`src/rtl/hw_fw_timer.sv`:
```
// Interval timer: prescaled tick counter with level short/long timeouts for the highway FSM.
// Optional macro TMR_RUNTIME_CFG_EN adds runtime-loadable limits applied at the next restart.
module hw_fw_timer #(
    parameter int PRESCALE    = 1000,
    parameter int SHORT_TICKS = 5,
    parameter int LONG_TICKS  = 30,
    parameter int CNT_W       = 8
) (
    input  logic             clk,
    input  logic             reset,
    input  logic             timer_hw_reset,
`ifdef TMR_RUNTIME_CFG_EN
    input  logic             cfg_load,
    input  logic [CNT_W-1:0] cfg_short,
    input  logic [CNT_W-1:0] cfg_long,
    output logic             cfg_err,
`endif
    output logic             tick,
    output logic             short_timeout,
    output logic             long_timeout,
    output logic [CNT_W-1:0] elapsed
);

    localparam int               PRE_W      = (PRESCALE > 1) ? $clog2(PRESCALE) : 1;
    localparam logic [PRE_W-1:0] PRE_LAST   = PRE_W'(PRESCALE - 1);
    localparam logic [CNT_W-1:0] SHORT_INIT = CNT_W'(SHORT_TICKS);
    localparam logic [CNT_W-1:0] LONG_INIT  = CNT_W'(LONG_TICKS);

    generate
        if (PRESCALE < 1 || SHORT_TICKS < 1 || LONG_TICKS <= SHORT_TICKS ||
            LONG_TICKS > ((1 << CNT_W) - 1)) begin : g_param_check
            $error("hw_fw_timer: illegal PRESCALE/SHORT_TICKS/LONG_TICKS/CNT_W combination");
        end
    endgenerate

    typedef enum logic [1:0] {S_SHORT, S_LONG, S_EXP} state_t;

    logic [PRE_W-1:0] pre_cnt;
    logic [CNT_W-1:0] short_lim;
    logic [CNT_W-1:0] long_lim;
    logic             wrap;
    state_t           state;
    state_t           state_nxt;

    assign wrap = (pre_cnt == PRE_LAST);

`ifdef TMR_RUNTIME_CFG_EN
    logic [CNT_W-1:0] shadow_short;
    logic [CNT_W-1:0] shadow_long;
    logic             cfg_ok;

    assign cfg_ok = cfg_load && (cfg_short != '0) && (cfg_short < cfg_long);

    // A load coinciding with a restart takes effect immediately via the bypass.
    always_ff @(posedge clk or negedge reset) begin
        if (!reset) begin
            shadow_short <= SHORT_INIT;
            shadow_long  <= LONG_INIT;
            short_lim    <= SHORT_INIT;
            long_lim     <= LONG_INIT;
            cfg_err      <= 1'b0;
        end else begin
            cfg_err <= cfg_load && !cfg_ok;
            if (cfg_ok) begin
                shadow_short <= cfg_short;
                shadow_long  <= cfg_long;
            end
            if (timer_hw_reset) begin
                short_lim <= cfg_ok ? cfg_short : shadow_short;
                long_lim  <= cfg_ok ? cfg_long  : shadow_long;
            end
        end
    end
`else
    assign short_lim = SHORT_INIT;
    assign long_lim  = LONG_INIT;
`endif

    // Restart wins over a coincident prescaler wrap, so that tick is dropped.
    always_ff @(posedge clk or negedge reset) begin
        if (!reset) begin
            pre_cnt <= '0;
            elapsed <= '0;
            tick    <= 1'b0;
        end else if (timer_hw_reset) begin
            pre_cnt <= '0;
            elapsed <= '0;
            tick    <= 1'b0;
        end else begin
            tick    <= wrap;
            pre_cnt <= wrap ? '0 : pre_cnt + 1'b1;
            if (wrap && (elapsed < long_lim)) begin
                elapsed <= elapsed + 1'b1;
            end
        end
    end

    always_ff @(posedge clk or negedge reset) begin
        if (!reset) begin
            state <= S_SHORT;
        end else begin
            state <= state_nxt;
        end
    end

    always_comb begin
        state_nxt = state;
        if (timer_hw_reset) begin
            state_nxt = S_SHORT;
        end else begin
            case (state)
                S_SHORT: if (elapsed >= short_lim) state_nxt = S_LONG;
                S_LONG:  if (elapsed >= long_lim)  state_nxt = S_EXP;
                S_EXP:   state_nxt = S_EXP;
                default: state_nxt = S_SHORT;
            endcase
        end
    end

    always_comb begin
        short_timeout = 1'b0;
        long_timeout  = 1'b0;
        case (state)
            S_LONG: short_timeout = 1'b1;
            S_EXP: begin
                short_timeout = 1'b1;
                long_timeout  = 1'b1;
            end
            default: ;
        endcase
    end

endmodule

```
`config.mk`:
```
export PLATFORM = sky130hd
export DESIGN_NAME = hw_fw_timer
export DESIGN_NICKNAME = d
export VERILOG_FILES = /design/src/rtl/hw_fw_timer.sv
export SDC_FILE = /design/constraint.sdc
export NUM_CORES = 1
export LEC_CHECK = 0
export CAP_MARGIN = 40
export CORE_MARGIN = 2
export CORE_UTILIZATION = 57
export DETAILED_ROUTE_END_ITERATION = 8
export PLACE_DENSITY = 0.82
export SLEW_MARGIN = 20
export SYNTH_ARGS = -nofsm -noshare
export SYNTH_HDL_FRONTEND = slang
export SYNTH_SLANG_ARGS = --single-unit
```
`constraint.sdc`:
```
create_clock -name clk -period 4.8 [get_ports clk]
set_input_delay 0.72 -clock clk [delete_from_list [all_inputs] [get_ports clk]]
set_output_delay 0.72 -clock clk [all_outputs]
set_load 0.03 [all_outputs]
```
==> results of run 1 <==
power groups by stage:
stage / sequential (mW) / combinational [mW] / clock [mW]
after global routing: 0.191 / 0.0984 / 0.0928
final: 0.190 / 0.0851 / 0.0840
after detailed placement: 0.194 / 0.0865 / 0
after global placement: 0.193 / 0.0807 / 0
after floorplan: 0.193 / 0.0577 / 0
after CTS: 0.190 / 0.0870 / 0.0873
worst paths after layout:
path                                                to  slack, ps  depth (start not counted)
worst max register to register    state[0]$_DFFE_PN0P_       2960                          6
worst max-delay path                     short_timeout       2370                          3
worst min-delay path              pre_cnt[0]$_DFF_PN0_        470                          1
min in group asynchronous         pre_cnt[2]$_DFF_PN0_        730                          1
max in group asynchronous       elapsed[0]$_DFFE_PN0P_       3630                          2
worst min register to register    pre_cnt[0]$_DFF_PN0_        470                          1
metal layers:
| layer | global-route usage, % | share of wire [%] | up-vias |
|---|---|---|---|
| met3 | 4.528 | 2.6 | 5 |
| li1 | - | - | 406 |
| met1 | 24.70 | 46 | 380 |
| met5 | 0 | 0 | - |
| met4 | 12.97 | 2.8 | 0 |
| met2 | 34.67 | 48 | 15 |
stage by stage:
stage               instance area [µm²]  util, %  setup WS, ps  power [mW]
global placement                   1256    71.21          2432      0.2737
global route                       1297    73.55          2267      0.3823
finish                             1297    73.55          2371      0.3588
detailed placement                 1271    72.06          2292      0.2801
CTS                                1297    73.55          2344      0.3642
floorplan                          1102        -          2991      0.2503
worst reg2reg max path, delay by kind of cell, from the launching register on:
kind / cells / cell delay (ps)
AOI/OAI and AO/OA: 2 / 660
and+or+nand+nor: 1 / 130
buffers and inverters: 1 / 100
DFF: 1 / 490
muxes: 1 / 170
adders and majority gates: 1 / 180
state kept, by name (all words and copies together) (netlist names):
| name | flops |
|---|---|
| pre_cnt | 10 |
| elapsed | 8 |
| tick | 1 |
| state | 2 |
final cells by class:
class                           instances  area, µm²  area share (%)
Multi-Input combinational cell         78      543.0           41.85
Sequential cell                        21      525.5           40.50
Timing Repair Buffer                   14      145.1           11.19
Tap cell                               25      31.28           2.411
Clock buffer                            4      26.28           2.025
Inverter                                7      26.28           2.025
Yosys cell counts (2+ instances only):
cell / count / area share (%)
and2_1: 2 / 1.1
nand2b_1: 3 / 1.7
xor2_1: 3 / 2.4
ha_1: 8 / 9.1
o21ai_0: 3 / 1.4
o31ai_1: 3 / 2.0
xnor2_1: 5 / 4.0
nor2b_1: 3 / 1.7
nand4_1: 2 / 1.1
a21oi_1: 5 / 2.3
nand3_1: 6 / 2.7
nand2_1: 5 / 1.7
mux2i_1: 2 / 1.8
dfrtp_1: 21 / 48
nor2_1: 12 / 4.1
nor3_1: 4 / 1.8
inv_1: 7 / 2.4
or4_1: 3 / 2.0
clkbuf_1: 2 / 0.68
logic make-up after synthesis:
group | count (synthesis) | share of synthesized area, %
AOI/OAI and AO/OA | 13 | 7.264
xor gates and xnor gates | 8 | 6.357
adders and majority gates | 8 | 9.081
buffers and inverters | 9 | 3.065
DFF | 21 | 47.67
muxes | 2 | 1.816
and+or+nand+nor | 47 | 24.75
==> results.sh, run 1 <==
export IMPL_drv_cap=0
export IMPL_antenna_found_initial=0
export IMPL_grt_pass1_wl_mm=3.187
export IMPL_synthCells=108
export IMPL_avgSynthCellArea_um2=10.21
export IMPL_core_area_um2=1764
export IMPL_die_area_um2=2302
export IMPL_htree_levels=1
export IMPL_p_leak_nw=0.5638
export IMPL_synthArstFlopShare_pct=100.0
export IMPL_fin_crit_sh_pct=50.60
export IMPL_slew_headroom_pct=67.70
export IMPL_hold_slack_ps=472.6
export IMPL_placed_cells=145
export IMPL_cp_start_kind="flop"
export IMPL_seq_power_share_pct=52.9
export IMPL_clock_path_buffers=2
export IMPL_p_per_area_nw_per_um2=276.5
export IMPL_seq_area_frac_synth_pct=47.67
export IMPL_synth_area_um2=1102
export IMPL_cts_root_buffer="clkbuf_4"
export IMPL_antenna_cells=0
export IMPL_clkPwrFrac_pct=23.4
export IMPL_io_pins=14
export IMPL_max_clock_freq_mhz=411.8
export IMPL_nNetsFinal=136
export IMPL_worstSetupPathType="reg2out"
export IMPL_synthesis_nets=119
export IMPL_ys_flop_type="dfrtp_1"
export IMPL_grt_remaining_overflow=0
export IMPL_finalWirelength_mm=1.880
export IMPL_ys_seq_elements=21
export IMPL_detail_route_antenna_nets=0
export IMPL_cpMaxStageDelayCell="clkdlybuf4s50_1"
export IMPL_rows=15
export IMPL_port_buffer_count=13
export IMPL_routedWlPerCell_um=12.62
export IMPL_hold_start="pre_cnt[0]$_DFF_PN0_"
export IMPL_finClkSkew_ps=1.926
export IMPL_cts_clk_slew_worst_paths_ps=110
export IMPL_tritoncts="done"
export IMPL_cpLargestDelayFamily="buffers and inverters"
export IMPL_critPathMaxFanout=3
export IMPL_hold_viol_final=0
export IMPL_drt_iter0_markers=10
export IMPL_setup_viol=0
export IMPL_syn_to_final_growth_pct=17.71
export IMPL_die_y_um=47.98
export IMPL_synth_distinct_cells=28
export IMPL_swShare_pct=29.44
export IMPL_grt_usage_pct=20.97
export IMPL_setup_tns_ps=0
export IMPL_vdd_drop_max_mv=0.2909
export IMPL_grt_max_degree=16
export IMPL_crit_start="state[0]$_DFFE_PN0P_"
export IMPL_switchingPower_uw=105.6
export IMPL_critPathBufInv=2
export IMPL_crit_required_ps=4080
export IMPL_reg2reg_from="elapsed[1]$_DFFE_PN0P_"
export IMPL_firstDrtPassIters=5
export IMPL_fp_dieW_um=47.98
export IMPL_via_per_inst=5.409
export IMPL_final_common_cell="dfrtp_1"
export IMPL_cts_setup_buffers=0
export IMPL_synth_edf_count=0
export IMPL_drc_errors=0
export IMPL_finalWeightedCongestion=0.8243
export IMPL_numCtsBuffers=3
export IMPL_layout_common_cells="dfrtp_1, clkdlybuf4s50_1, nor2_1"
export IMPL_grt_pass1_vias=743
export IMPL_crit_path_max_incr_delay_ps=670
export IMPL_arrival_ps=1710
export IMPL_clk_latency_ps=300
export IMPL_cts_hold_buf=0
export IMPL_stdcell_count=149
export IMPL_num_vias=806
export IMPL_drive_gt1_share_pct=5.645
export IMPL_power_frac_comb_pct=23.7
export IMPL_cts_resized=0
export IMPL_worst_pin_slew_ps=483.0
export IMPL_crit_chain="inv_1, ha_1, clkdlybuf4s50_1"
export IMPL_clkSinkCount=21
export IMPL_maxSlewViolCount=0
export IMPL_start_util_pct=62.48
export IMPL_fin_crit_ps=2429
export IMPL_place_hpwl_mm=1.430
export IMPL_cell_internal_pwr_uw=253.1
export IMPL_outcome="finished, final reports clean"
export IMPL_ys_warn_count=0
export IMPL_worstSetupEndpointType="primary output"
export IMPL_rsz0062_at_grt="false"
export IMPL_worstHoldPathType="reg2reg"
export IMPL_n_fill_cell=143
Power figures use the tool's default switching activity.
==> run 2: changes to the inputs <==
--- a/config.mk
+++ b/config.mk
@@ -7,9 +7,9 @@
 export LEC_CHECK = 0
 export CAP_MARGIN = 40
 export CORE_MARGIN = 2
-export CORE_UTILIZATION = 57
+export CORE_UTILIZATION = 53
 export DETAILED_ROUTE_END_ITERATION = 8
-export PLACE_DENSITY = 0.82
+export PLACE_DENSITY = 0.77
 export SLEW_MARGIN = 20
 export SYNTH_ARGS = -nofsm -noshare
 export SYNTH_HDL_FRONTEND = slang
==> constraint.sdc (replaced) <==
create_clock -name clk -period 2.3 [get_ports clk]
set_input_delay 0.345 -clock clk [delete_from_list [all_inputs] [get_ports clk]]
set_output_delay 0.345 -clock clk [all_outputs]
set_load 0.03 [all_outputs]
==> results.sh, run 2 (synthesis gave the netlist of run 1 again) <==
export IMPL_clkSinkCount=21
export IMPL_tritoncts="done"
export IMPL_cts_resized=0
export IMPL_setup_viol=0
export IMPL_port_buffer_count=13
export IMPL_cts_setup_buffers=0
export IMPL_worstSetupEndpointType="primary output"
export IMPL_fin_total_pwr_uw=752.7
export IMPL_p_per_area_nw_per_um2=579.0
export IMPL_die_area_um2=2461
export IMPL_grt_usage_pct=19.73
export IMPL_vdd_drop_max_mv=0.4853
export IMPL_die_y_um=49.61
export IMPL_start_util_pct=56.19
export IMPL_max_clock_freq_mhz=476.8
export IMPL_rows=16
export IMPL_nNetsFinal=137
export IMPL_n_fill_cell=176
export IMPL_detail_route_antenna_nets=0
export IMPL_final_area_um2=1300
export IMPL_register_area_um2=525.5
export IMPL_largest_reg_flops=10
export IMPL_cp_start_kind="flop"
export IMPL_maxSlewViolCount=0
export IMPL_clk_latency_ps=300
export IMPL_fin_util_pct=66.26
export IMPL_core_area_um2=1962
export IMPL_fp_dieW_um=49.61
export IMPL_final_common_cell="dfrtp_1"
export IMPL_regMostFlops="pre_cnt"
export IMPL_grt_max_degree=22
export IMPL_antenna_cells=0
export IMPL_syn_to_final_growth_pct=17.93
export IMPL_grt_pass1_wl_mm=3.663
export IMPL_crit_required_ps=1960
export IMPL_drive_gt1_share_pct=6.400
export IMPL_cts_hold_buf=0
export IMPL_rsz0062_at_grt="false"
export IMPL_arrival_ps=1750
export IMPL_fin_crit_sh_pct=91.18
export IMPL_grt_pass1_vias=835
export IMPL_drc_errors=0
export IMPL_cts_root_buffer="clkbuf_4"
export IMPL_htree_levels=1
export IMPL_layout_common_cells="dfrtp_1, clkdlybuf4s50_1, nor2_1"
export IMPL_outcome="finished, final reports clean"
export IMPL_routedWlPerCell_um=13.68
export IMPL_place_hpwl_mm=1.578
export IMPL_finalWirelength_mm=2.079
export IMPL_worst_pin_slew_ps=379.2
export IMPL_num_vias=835
export IMPL_multiInputGateArea_um2=543.0
export IMPL_cts_clk_slew_worst_paths_ps=110
export IMPL_dpl_cell_area_um2=1274
export IMPL_numCtsBuffers=3
export IMPL_hold_viol_final=0
export IMPL_finClkSkew_ps=6.822
export IMPL_finalWeightedCongestion=0.7536
export IMPL_antenna_found_initial=0
export IMPL_critPathMaxFanout=3
export IMPL_hold_slack_ps=372.4
export IMPL_worstHoldPathType="in2async"
export IMPL_largestRegisters="pre_cnt x10, elapsed x8, state x2"
export IMPL_p_leak_nw=0.5660
export IMPL_fin_crit_ps=2097
export IMPL_via_per_inst=5.493
export IMPL_setup_tns_ps=0
export IMPL_slew_headroom_pct=74.52
export IMPL_clock_path_buffers=2
export IMPL_grt_remaining_overflow=0
export IMPL_worstSetupPathType="reg2out"
export IMPL_io_pins=14
export IMPL_drv_cap=0
export IMPL_drt_iter0_markers=4
export IMPL_firstDrtPassIters=4
run 2: cell types whose count changed in the layout (fill, tap and decap cells not counted), sizes merged:
cell | previous run | this run
buf | 1 | 2
run 2: routing by layer:
metal	track usage (%)	wire, µm	vias to the layer above
met5	0	0	-
met4	11.11	48	0
met3	2.121	31	4
met2	34.22	1098	9
met1	23.69	900	413
li1	-	-	409
run 2: cell type report:
class | instances | area share [%]
flip-flops and latches | 21 | 40.42
multi-input cells | 78 | 41.77
repair buffers | 15 | 11.16
inverters | 7 | 2.021
clock buffers | 4 | 2.021
well taps | 27 | 2.599
run 2: power breakdown:
group          switching, mW  internal (mW)  total, mW  leakage (nW)
clock                  0.107         0.0677      0.175        0.0150
sequential            0.0101          0.387      0.397         0.289
combinational          0.108         0.0738      0.181         0.262
run 2: stage by stage:
stage               cells  setup slack (ps)
finish                152             202.8
global placement      148             477.6
detailed placement    148             417.9
global route          152             132.8
CTS                   152             198.8
floorplan             108             490.8
run 2: path summary, 6_finish.rpt:
check                                          start                      to  cells past startpoint  slack, ps
min in group clk                pre_cnt[0]$_DFF_PN0_    pre_cnt[0]$_DFF_PN0_                      1        480
worst max-delay path            state[0]$_DFFE_PN0P_           short_timeout                      3        200
worst min-delay path                           reset  elapsed[5]$_DFFE_PN0P_                      2        370
worst max register to register  pre_cnt[0]$_DFF_PN0_  elapsed[4]$_DFFE_PN0P_                      5        460
worst min register to register  pre_cnt[0]$_DFF_PN0_    pre_cnt[0]$_DFF_PN0_                      1        480
max in group asynchronous                      reset    pre_cnt[6]$_DFF_PN0_                      2       1710
run 2: critical path: stages (launching register included):
cell,delay (ps)
dfrtp_1,370
inv_1,80
ha_1,310
clkdlybuf4s50_1,690
==> run 3: changes to the inputs <==
--- a/config.mk
+++ b/config.mk
@@ -5,9 +5,10 @@
 export SDC_FILE = /design/constraint.sdc
 export NUM_CORES = 1
 export LEC_CHECK = 0
-export CAP_MARGIN = 40
+export CAP_MARGIN = 20
 export CORE_MARGIN = 2
 export CORE_UTILIZATION = 53
+export CTS_CLUSTER_DIAMETER = 200
 export DETAILED_ROUTE_END_ITERATION = 8
 export PLACE_DENSITY = 0.77
 export SLEW_MARGIN = 20
==> results of run 3 <==
Same layout as run 2: the final DEF is identical, and so are final timing and power.
==> edit, RTL diff (config.mk and constraints of run 1) <==
Put a register stage on the output `short_timeout`, without a reset. The value now appears one clock later. The other outputs are not delayed to match.
--- a/src/rtl/hw_fw_timer.sv
+++ b/src/rtl/hw_fw_timer.sv
@@ -25,6 +25,8 @@
     localparam logic [PRE_W-1:0] PRE_LAST   = PRE_W'(PRESCALE - 1);
     localparam logic [CNT_W-1:0] SHORT_INIT = CNT_W'(SHORT_TICKS);
     localparam logic [CNT_W-1:0] LONG_INIT  = CNT_W'(LONG_TICKS);
+
+    logic short_timeout_d;
 
     generate
         if (PRESCALE < 1 || SHORT_TICKS < 1 || LONG_TICKS <= SHORT_TICKS ||
@@ -118,17 +120,21 @@
     end
 
     always_comb begin
-        short_timeout = 1'b0;
+        short_timeout_d = 1'b0;
         long_timeout  = 1'b0;
         case (state)
-            S_LONG: short_timeout = 1'b1;
+            S_LONG: short_timeout_d = 1'b1;
             S_EXP: begin
-                short_timeout = 1'b1;
+                short_timeout_d = 1'b1;
                 long_timeout  = 1'b1;
             end
             default: ;
         endcase
     end
 
+    always_ff @(posedge clk) begin
+        short_timeout <= short_timeout_d;
+    end
+
 endmodule
 
Behaviour: no difference found for any inputs over 10 cycles, from zero or initial values and one cycle with reset low; that may be too few to reach the edited logic, so the function may still have changed.
==> edit against run 1 <==
  * First-iteration DRC count unchanged
  * Sequential share of layout area up 0.51 points
  * Synthesized area increased by 1.8%
  * Sequential cell count grew 1
  * Cell area increased by 2.5%
  * Fmax increased by 3.9%
  * Routed wire length is 7.7% higher
  * Power rose by 5.0%
  * Critical path depth stayed put
  * Via count increased by 2.4%
  * Setup slack gained 0.090 ns
  * Combinational power is 13% lower
==> edit: results (changes against run 1) <==
CP max-delay cell - clkdlybuf4s50_1 (unchanged)
synthesized-area fraction occupied by xor and xnor cells - 0.0624 (was 0.0636)
Tcrit/Tclk final - 0.487 (was 0.506)
M2 GR Usage - 0.319 (was 0.347)
Min Hold Slack - 0.467 ns (was 0.473 ns)
Avg Vias per Cell - 5.43 (was 5.41)
skew final - 0.00362 ns (was 0.00193 ns)
vias in the first global route - 841 (was 743)
Non-Filler Instances - 152 (was 149)
Tot GR Track Use - 0.194 (was 0.210)
Worst Path Arrival - 1.62 ns (was 1.71 ns)
hpwl dp - 1420 um (was 1430 um)
Seq/Total Area, Yosys - 0.486 (was 0.477)
Net Count, Synth - 120 (was 119)
Post-Synth Adder-Cell Area - 0.0892 (was 0.0908)
synth top area cells - dfrtp_1 (47%), ha_1 (8.9%), nor2_1 (4.0%) (was dfrtp_1 (48%), ha_1 (9.1%), nor2_1 (4.1%))
layout cells sized above 1 - 0.0640 (was 0.0565)
met3 Use GR - 0.0216 (was 0.0453)
Filler cells - 154 (was 143)
Placed Area - 0.00129 mm^2 (was 0.00127 mm^2)
worst reg2reg setup slack - 2.97 ns (was 2.96 ns)
max incr delay on CP - 0.66 ns
leakage power total - 0.578 nW (was 0.564 nW)
CTS resizes - 0 (unchanged)
Nets - 137 (was 136)
DRT iter0 DRCs - 10 (unchanged)
global routing usage on met1 - 0.281 (was 0.247)
Synth Area in Compound Gates - 0.0713 (was 0.0726)
DR pass1 iterations - 4 (was 5)
Worst-path clk slew - 0.11 ns (about the same)
peak supply drop - 216 uV (was 291 uV)
worst-margin pin slew - 0.493 ns (was 0.483 ns)
Avg Cell Area, Syn - 10.3 um^2 (was 10.2 um^2)
Util after Layout - 0.699 (was 0.735)
M1 WL - 964 um (was 872 um)
worst slack at placement - 2.32 ns (was 2.29 ns)
outcome - completed (unchanged)
worst setup path endpoint - long_timeout (was short_timeout)
Cell variety after synth - 29 (was 28)
multiplexer area fraction after synthesis - 0.0178 (was 0.0182)
Final GP Congestion - 0.774 (was 0.824)
Met3 Routed Length - 46 um (was 48 um)
P_int - 275 uW (was 253 uW)
first-pass GRT wire length - 3640 um (was 3190 um)
asr flop ratio synth - 0.955 (was 1.00)
metal2 WL - 1000 um (was 906 um)
Routed WL per cell - 13.3 um (was 12.6 um)
edit: final cells by class:
class | instances | area share
timing repair buffer | 14 | 0.109
clock buffer | 4 | 0.0273
sequential | 22 | 0.410
multi-input combinational | 78 | 0.408
tap | 27 | 0.0254
inverter | 7 | 0.0198
edit: worst register-to-register path: cells and delay by family, from the launching register on:
kind                       cells  cell delay, ns
AOI/OAI and AO/OA              2            0.65
adders and majority gates      1            0.18
buffers and inverters          1            0.10
DFF                            1            0.49
muxes                          1            0.16
and+or+nand+nor                1            0.14
edit: power by group through the flow:
stage / clock network, mW / logic (mW) / registers [mW]
floorplan: 0 / 0.0412 / 0.215
global placement: 0 / 0.0712 / 0.207
CTS: 0.102 / 0.0750 / 0.204
detailed placement: 0 / 0.0740 / 0.207
global route: 0.114 / 0.0824 / 0.205
finish: 0.0996 / 0.0738 / 0.203
